`config.mk`:
```
export PLATFORM = sky130hd
export DESIGN_NAME = game_referee_flat
export DESIGN_NICKNAME = d
export VERILOG_FILES = /design/src/rtl/game_referee_if.sv /design/src/rtl/game_referee.sv /design/src/flat_wrapper.sv
export SDC_FILE = /design/constraint.sdc
export NUM_CORES = 1
export LEC_CHECK = 0
export BUFFER_PORTS_ARGS = -buffer_cell sky130_fd_sc_hd__buf_2
export CAP_MARGIN = 20
export CELL_PAD_IN_SITES_DETAIL_PLACEMENT = 1
export CELL_PAD_IN_SITES_GLOBAL_PLACEMENT = 1
export CORE_UTILIZATION = 35
export DETAILED_ROUTE_END_ITERATION = 16
export PLACE_DENSITY_LB_ADDON = 0.1
export RECOVER_POWER = 25
export SYNTH_ARGS = -nofsm -noshare
export SYNTH_HDL_FRONTEND = slang
export SYNTH_SLANG_ARGS = --single-unit
```
`constraint.sdc`:
```
create_clock -name clk -period 10.1 [get_ports clk]
set_clock_uncertainty 0.05 [all_clocks]
set_input_delay 0.505 -clock clk [delete_from_list [all_inputs] [get_ports clk]]
set_output_delay 0.505 -clock clk [all_outputs]
set_load 0.02 [all_outputs]
```
`src/rtl/game_referee_if.sv`:
```
// Board-stage <-> referee bus: board snapshot, move strobe and the
// referee's result/handshake outputs. Optional win/draw statistics
// appear when REFEREE_STATS_EN is defined.
interface game_referee_if;
  logic [17:0] board_state;
  logic        submit;
  logic        busy;
  logic        result_valid;
  logic [1:0]  winner;
  logic [3:0]  win_line;
  logic [3:0]  move_count;
  logic        illegal;
  logic        reset_req;
`ifdef REFEREE_STATS_EN
  logic [7:0]  x_wins;
  logic [7:0]  o_wins;
  logic [7:0]  draws;

  modport master (
    output board_state, submit,
    input  busy, result_valid, winner, win_line, move_count, illegal,
           reset_req, x_wins, o_wins, draws
  );

  modport slave (
    input  board_state, submit,
    output busy, result_valid, winner, win_line, move_count, illegal,
           reset_req, x_wins, o_wins, draws
  );
`else
  modport master (
    output board_state, submit,
    input  busy, result_valid, winner, win_line, move_count, illegal,
           reset_req
  );

  modport slave (
    input  board_state, submit,
    output busy, result_valid, winner, win_line, move_count, illegal,
           reset_req
  );
`endif
endinterface

```
`src/rtl/game_referee.sv`:
```
// Tic-tac-toe referee. On each submitted move it snapshots the board,
// walks the nine cells / eight lines one per cycle, then declares a
// win, draw or illegal board, holds the result for HOLD_CYCLES cycles
// and pulses reset_req back to the board stage.
// Optional feature macro: REFEREE_STATS_EN adds saturating x_wins,
// o_wins and draws counters (cleared only by rst_n).
module game_referee #(
  parameter int unsigned HOLD_CYCLES   = 16,
  parameter int unsigned DRAW_EN_MOVES = 9
) (
  input  logic          clk,
  input  logic          rst_n,
  game_referee_if.slave bus
);

  typedef enum logic [2:0] {
    IDLE,
    SCAN,
    DECIDE,
    HOLD,
    RST_PULSE
  } state_t;

  localparam logic [7:0] HOLD_LAST = 8'(HOLD_CYCLES - 1);
  localparam logic [3:0] DRAW_N    = 4'(DRAW_EN_MOVES);
  localparam logic [3:0] NO_LINE   = 4'd15;

  state_t      state, state_nx;

  logic [17:0] snap;
  logic [3:0]  idx;
  logic [3:0]  occ;
  logic        inv_flag;
  logic        win_found;
  logic [2:0]  win_idx;
  logic [1:0]  win_val;
  logic [7:0]  hold_cnt;

  logic [1:0]  winner_q;
  logic [3:0]  win_line_q;
  logic [3:0]  move_count_q;
  logic        illegal_q;

  logic        busy_c;
  logic        result_valid_c;
  logic        reset_req_c;

  logic [1:0]  cur_code;
  logic [1:0]  la, lb, lc;
  logic        line_win;
  logic        bad_board;
  logic        is_draw;
  logic        hold_done;

`ifdef REFEREE_STATS_EN
  logic [7:0]  x_wins_q;
  logic [7:0]  o_wins_q;
  logic [7:0]  draws_q;
`endif

  // Cell indices {a,b,c} of winning line l.
  function automatic logic [11:0] line_cells(input logic [2:0] l);
    logic [11:0] r;
    unique case (l)
      3'd0: r = {4'd0, 4'd1, 4'd2};
      3'd1: r = {4'd3, 4'd4, 4'd5};
      3'd2: r = {4'd6, 4'd7, 4'd8};
      3'd3: r = {4'd0, 4'd3, 4'd6};
      3'd4: r = {4'd1, 4'd4, 4'd7};
      3'd5: r = {4'd2, 4'd5, 4'd8};
      3'd6: r = {4'd0, 4'd4, 4'd8};
      3'd7: r = {4'd2, 4'd4, 4'd6};
    endcase
    return r;
  endfunction

  function automatic logic [1:0] cell_of(input logic [17:0] b, input logic [3:0] c);
    logic [4:0] base;
    base = {c, 1'b0};
    return b[base +: 2];
  endfunction

  // Per-cycle scan evaluation of the current cell and line, plus decide terms.
  always_comb begin
    logic [11:0] cells;
    cells     = line_cells(idx[2:0]);
    cur_code  = cell_of(snap, idx);
    la        = cell_of(snap, cells[11:8]);
    lb        = cell_of(snap, cells[7:4]);
    lc        = cell_of(snap, cells[3:0]);
    line_win  = !idx[3] && (la != 2'b00) && (la == lb) && (la == lc);
    bad_board = inv_flag || ({1'b0, occ} != ({1'b0, move_count_q} + 5'd1));
    is_draw   = (occ == DRAW_N);
    hold_done = (hold_cnt == HOLD_LAST);
  end

  // State register.
  always_ff @(posedge clk or negedge rst_n) begin
    if (!rst_n) state <= IDLE;
    else        state <= state_nx;
  end

  // Next-state logic.
  always_comb begin
    state_nx = state;
    unique case (state)
      IDLE:      if (bus.submit) state_nx = SCAN;
      SCAN:      if (idx == 4'd8) state_nx = DECIDE;
      DECIDE:    state_nx = (bad_board || win_found || is_draw) ? HOLD : IDLE;
      HOLD:      if (hold_done) state_nx = RST_PULSE;
      RST_PULSE: state_nx = IDLE;
      default:   state_nx = IDLE;
    endcase
  end

  // State-decoded outputs.
  always_comb begin
    busy_c         = 1'b0;
    result_valid_c = 1'b0;
    reset_req_c    = 1'b0;
    unique case (state)
      SCAN, DECIDE: busy_c         = 1'b1;
      HOLD:         result_valid_c = 1'b1;
      RST_PULSE:    reset_req_c    = 1'b1;
      default:      ;
    endcase
  end

  // Snapshot, scan accumulators, hold counter and held results.
  // Results are cleared on the HOLD exit edge so the RST_PULSE cycle
  // already shows reset values alongside reset_req.
  always_ff @(posedge clk or negedge rst_n) begin
    if (!rst_n) begin
      snap         <= '0;
      idx          <= '0;
      occ          <= '0;
      inv_flag     <= 1'b0;
      win_found    <= 1'b0;
      win_idx      <= '0;
      win_val      <= '0;
      hold_cnt     <= '0;
      winner_q     <= '0;
      win_line_q   <= NO_LINE;
      move_count_q <= '0;
      illegal_q    <= 1'b0;
    end else begin
      unique case (state)
        IDLE: begin
          if (bus.submit) begin
            snap      <= bus.board_state;
            idx       <= '0;
            occ       <= '0;
            inv_flag  <= 1'b0;
            win_found <= 1'b0;
            win_idx   <= '0;
            win_val   <= '0;
          end
        end
        SCAN: begin
          if (idx != 4'd8) idx <= idx + 4'd1;
          if (cur_code != 2'b00) occ <= occ + 4'd1;
          if (cur_code == 2'b11) inv_flag <= 1'b1;
          if (line_win && !win_found) begin
            win_found <= 1'b1;
            win_idx   <= idx[2:0];
            win_val   <= la;
          end
        end
        DECIDE: begin
          move_count_q <= occ;
          hold_cnt     <= '0;
          if (bad_board) begin
            illegal_q  <= 1'b1;
            winner_q   <= 2'b00;
            win_line_q <= NO_LINE;
          end else if (win_found) begin
            winner_q   <= win_val;
            win_line_q <= {1'b0, win_idx};
          end else if (is_draw) begin
            winner_q   <= 2'b11;
            win_line_q <= NO_LINE;
          end
        end
        HOLD: begin
          if (hold_done) begin
            winner_q     <= '0;
            win_line_q   <= NO_LINE;
            move_count_q <= '0;
            illegal_q    <= 1'b0;
            hold_cnt     <= '0;
          end else begin
            hold_cnt <= hold_cnt + 8'd1;
          end
        end
        default: ;
      endcase
    end
  end

`ifdef REFEREE_STATS_EN
  // Game statistics, bumped from the held winner as the game is closed out.
  always_ff @(posedge clk or negedge rst_n) begin
    if (!rst_n) begin
      x_wins_q <= '0;
      o_wins_q <= '0;
      draws_q  <= '0;
    end else if (state == HOLD && hold_done) begin
      unique case (winner_q)
        2'b01:   if (x_wins_q != 8'hFF) x_wins_q <= x_wins_q + 8'd1;
        2'b10:   if (o_wins_q != 8'hFF) o_wins_q <= o_wins_q + 8'd1;
        2'b11:   if (draws_q  != 8'hFF) draws_q  <= draws_q  + 8'd1;
        default: ;
      endcase
    end
  end

  assign bus.x_wins = x_wins_q;
  assign bus.o_wins = o_wins_q;
  assign bus.draws  = draws_q;
`endif

  assign bus.busy         = busy_c;
  assign bus.result_valid = result_valid_c;
  assign bus.reset_req    = reset_req_c;
  assign bus.winner       = winner_q;
  assign bus.win_line     = win_line_q;
  assign bus.move_count   = move_count_q;
  assign bus.illegal      = illegal_q;

endmodule

```
`src/flat_wrapper.sv`:
```
// flat-port wrapper written by rule: the top's interface ports become plain ports
module game_referee_flat 
#(
  parameter int unsigned HOLD_CYCLES   = 16,
  parameter int unsigned DRAW_EN_MOVES = 9
)
  (clk, rst_n, bus_board_state, bus_submit, bus_busy, bus_result_valid, bus_winner, bus_win_line, bus_move_count, bus_illegal, bus_reset_req);
  game_referee_if bus_i ();
  input  logic clk;
  input  logic rst_n;
  input wire logic [$bits(bus_i.board_state)-1:0] bus_board_state;
  input wire logic [$bits(bus_i.submit)-1:0] bus_submit;
  output wire logic [$bits(bus_i.busy)-1:0] bus_busy;
  output wire logic [$bits(bus_i.result_valid)-1:0] bus_result_valid;
  output wire logic [$bits(bus_i.winner)-1:0] bus_winner;
  output wire logic [$bits(bus_i.win_line)-1:0] bus_win_line;
  output wire logic [$bits(bus_i.move_count)-1:0] bus_move_count;
  output wire logic [$bits(bus_i.illegal)-1:0] bus_illegal;
  output wire logic [$bits(bus_i.reset_req)-1:0] bus_reset_req;
  assign bus_i.board_state = bus_board_state;
  assign bus_i.submit = bus_submit;
  assign bus_busy = bus_i.busy;
  assign bus_result_valid = bus_i.result_valid;
  assign bus_winner = bus_i.winner;
  assign bus_win_line = bus_i.win_line;
  assign bus_move_count = bus_i.move_count;
  assign bus_illegal = bus_i.illegal;
  assign bus_reset_req = bus_i.reset_req;
  game_referee #(.HOLD_CYCLES(HOLD_CYCLES), .DRAW_EN_MOVES(DRAW_EN_MOVES)) u_core (.clk(clk), .rst_n(rst_n), .bus(bus_i));
endmodule
```
==> out/qor.csv <==
stage;metric;value;unit
sta;Worst-Margin Slew;3.00;ns
sta;max-slew violation count;56;
layout;fin nets;406;
worst_setup_path;family with the most delay on the worst path;multiplexers;
min_path;WHS Path Cells;3;
die;Core Footprint;0.00933;mm2
global_route;vias in the first global route;2605;
detailed_routing;routed len/inst;16.4;um
synth;Synth top cells by count;81 x nand2_1, 51 x dfrtp_1, 18 x nor2_1;
placement;final RePlAce weighted congestion;0.806;
layout;Finished Layout Cells;506;
sta;period utilisation layout;41.6;%
worst_setup_path;crit-path max cell delay;0.86;ns
global_route;Global Route Usage Sum;17.7;%
global_route;initial antenna violation count;0;
worst_setup_path;Stages on worst setup path;9;
synth;Synth Register Bits;55;
synth;top-area cell type share of the netlist area;37.4;%
die;die height;101;um
clocking;clock buffer depth;2;
synth;Post-synth EDFFs;0;
synth;Synthesized Nets;385;
die;Die Area;0.0101;mm2
sta;final-report setup violation count;0;
sta;crit path time final;4.20;ns
worst_setup_path;crit-path max FO;21;
synth;dominant cells by area after synthesis;dfrtp_1 37%, nand2_1 8.9%, mux4_2 5.9%;
worst_setup_path;Worst EP arrival;4.37;ns
detailed_routing;DR vias;2677;
worst_setup_path;Worst path slowest cell;dfrtp_1;
die;Rows;35;
detailed_routing;starting DRC count in detailed routing;138;
clocking;TritonCTS buffer count;5;
layout;Design Area, Final;0.00376;mm2
synth;Seq/Total Area, Yosys;40.5;%
detailed_routing;DRC;0;
detailed_routing;drt first pass iters;4;
worst_setup_path;WP buf/inv;1;
layout;Filler Cell Count;1097;
power;Power Density;335;mW/mm2
layout;n_diodes;0;
detailed_routing;WL final;8290;um
min_path;hold crit path type;primary input to register;
die;# IOs;35;
clocking;CTS root buffer;clkbuf_8;
synth;Mapped Area;0.00341;mm2
sta;Fin Setup TNS;0;ns
synth;asr flop ratio synth;100;%
layout;layout cells sized above 1;18.0;%
power;maximum VDD drop;0.114;mV
clocking;PostCTS Resize Cnt;0;
clocking;cts hold-fix bufs;0;
worst_setup_path;crit-path cells;inv_1 -> ha_1 -> mux2i_4 -> mux4_2 -> o2bb2ai_1 -> a21oi_1 -> or4b_4 -> a211oi_4 -> mux2_4;
sta;Max Freq;0.238;GHz
synth;main flop type after synthesis;dfrtp_1;
sta;Fin. Hold Viols;0;
placement;PortBufs;34;
detailed_routing;vias per std cell;5.29;
layout;Util after Layout;40.3;%
synth;Cells after Synth;355;
run;# Max-Cap Violations;1;
run_status;outcome;finished, violations left;
worst_setup_path;Startpoint Class;register;
clocking;clock sink total;55;
placement;placed cells;498;
clocking;Max H-tree Level;2;
global_route;largest net degree at the start of global routing;56;
synth;post-synth cell types;65;
run_status;violated checks;max-capacitance violations, max-slew violations;
placement;instance area after placement;0.00367;mm2
worst_setup_path;CP Class;register to register;
power;Leakage;1.69;nW
worst_setup_path;critical path required time;10.26;ns
placement;pre-CTS setup slack;5.88;ns
sta;relative slew slack;-99.9;%
clocking;Setup Buffers After CTS;0;
global_route;first-pass GRT wire length;14000;um
die;Die Width;101;um
clocking;Clock transition at path regs;0.11;ns
clocking;CTS tree;done;
synth;most frequent cell after synthesis;nand2_1;
worst_setup_path;critical path capture point type;register;
layout;Synth-to-Final Area Change;10.2;%
clocking;Clock Latency Late Sink;0.32;ns
sta;unrepaired setup endpoints after global routing;false;
global_route;total gr overflow;0;
synth;Synth warnings;0;
worst_setup_path;worst reg2reg path depth;9;
synth;leading area contributor after synthesis;dfrtp_1;
detailed_routing;Antenna Violating Nets Remaining;0;
sta;worst setup margin;5.90;ns
synth;Synth Area per Inst;9.61;um2
die;starting density of the core;36.6;%
placement;HPWL after detailed placement;5810;um
-- metrics by stage --
stage / hold slack [ns] / total power [mW]
CTS: 0.294 / 1.27
floorplan: 0.159 / 0.962
global route: 0.318 / 1.38
finish: 0.323 / 1.26
global placement: 0.437 / 1.12
detailed placement: 0.441 / 1.13
-- tightest hold or removal path, stage by stage --
cell and delay (ns):
buf_2 0.07, nand2_1 0.04, nand2_1 0.05
-- cell type report --
| class | count | area [um2] | share of cell area (%) |
|---|---|---|---|
| Clock inverter | 1 | 8.76 | 0.233 |
| Timing Repair Buffer | 36 | 181 | 4.83 |
| Inverter | 8 | 30.0 | 0.799 |
| Sequential cell | 55 | 1380 | 36.8 |
| Tap cell | 129 | 161 | 4.30 |
| Clock buffer | 7 | 86.3 | 2.30 |
| Multi-Input combinational cell | 270 | 1910 | 50.8 |
-- cell families (layout without fill, tap and decap cells) --
group	after synthesis	after routing	synth area share, %
buf+inv	30	52	3.74
flops	55	55	40.5
simple gates	154	154	21.5
xor+xnor	10	10	2.57
mux	35	35	15.2
compound gates	62	62	13.1
fa+ha+maj	9	9	3.30
-- metal layers --
metal	vias up	routed length [um]	track usage (%)
li1	1316	-	-
met1	1317	4490	27.2
met3	7	184	2.70
met4	0	83	4.01
met2	37	3520	26.1
met5	-	0	0
-- report_power, final --
part	internal (mW)	total, mW	switching (mW)	leakage (nW)
Clock	0.0565	0.134	0.0771	0.0484
Combinational	0.314	0.679	0.365	0.957
Sequential	0.304	0.447	0.143	0.689
Total	0.675	1.26	0.584	1.69
-- final timing paths --
check	start	endpoint	slack, ns
hold / removal	bus_board_state[15]	u_core.snap[15]	0.32
hold reg to reg	u_core.bus.winner[0]	u_core.bus.winner[0]	0.46
max in group asynchronous	rst_n	u_core.inv_flag	7.11
setup / recovery	u_core.idx[0]	u_core.win_val[1]	5.90
setup reg to reg	u_core.idx[0]	u_core.win_val[1]	5.90
min in group asynchronous	rst_n	u_core.hold_cnt[3]	1.20
-- cells in the final DEF (no fill, tap or decap), drive strengths merged, types with 3 or more instances in the layout --
cell type,count
inv,8
o22a,3
xnor2,8
mux2i,18
mux4,11
clkbuf,8
o211ai,3
a22o,8
nand3,14
o21ai,17
nor2,18
o31ai,4
nand2b,3
nand3b,3
nor4,3
or3,3
nor3b,5
nor3,5
buf,35
a21oi,9
nand2,81
ha,9
dfstp,4
dfrtp,51
nor2b,4
mux2,6
-- state kept, by name, summed over array words and instances, names as in the netlist --
register / flops
u_core.snap: 18
u_core.hold_cnt: 8
u_core.bus.move_count: 4
u_core.bus.win_line: 4
u_core.idx: 4
u_core.occ: 4
u_core.state: 3
u_core.win_idx: 3
u_core.bus.winner: 2
u_core.win_val: 2
u_core.bus.illegal: 1
u_core.inv_flag: 1
u_core.win_found: 1
Power figures use the tool's default switching activity.
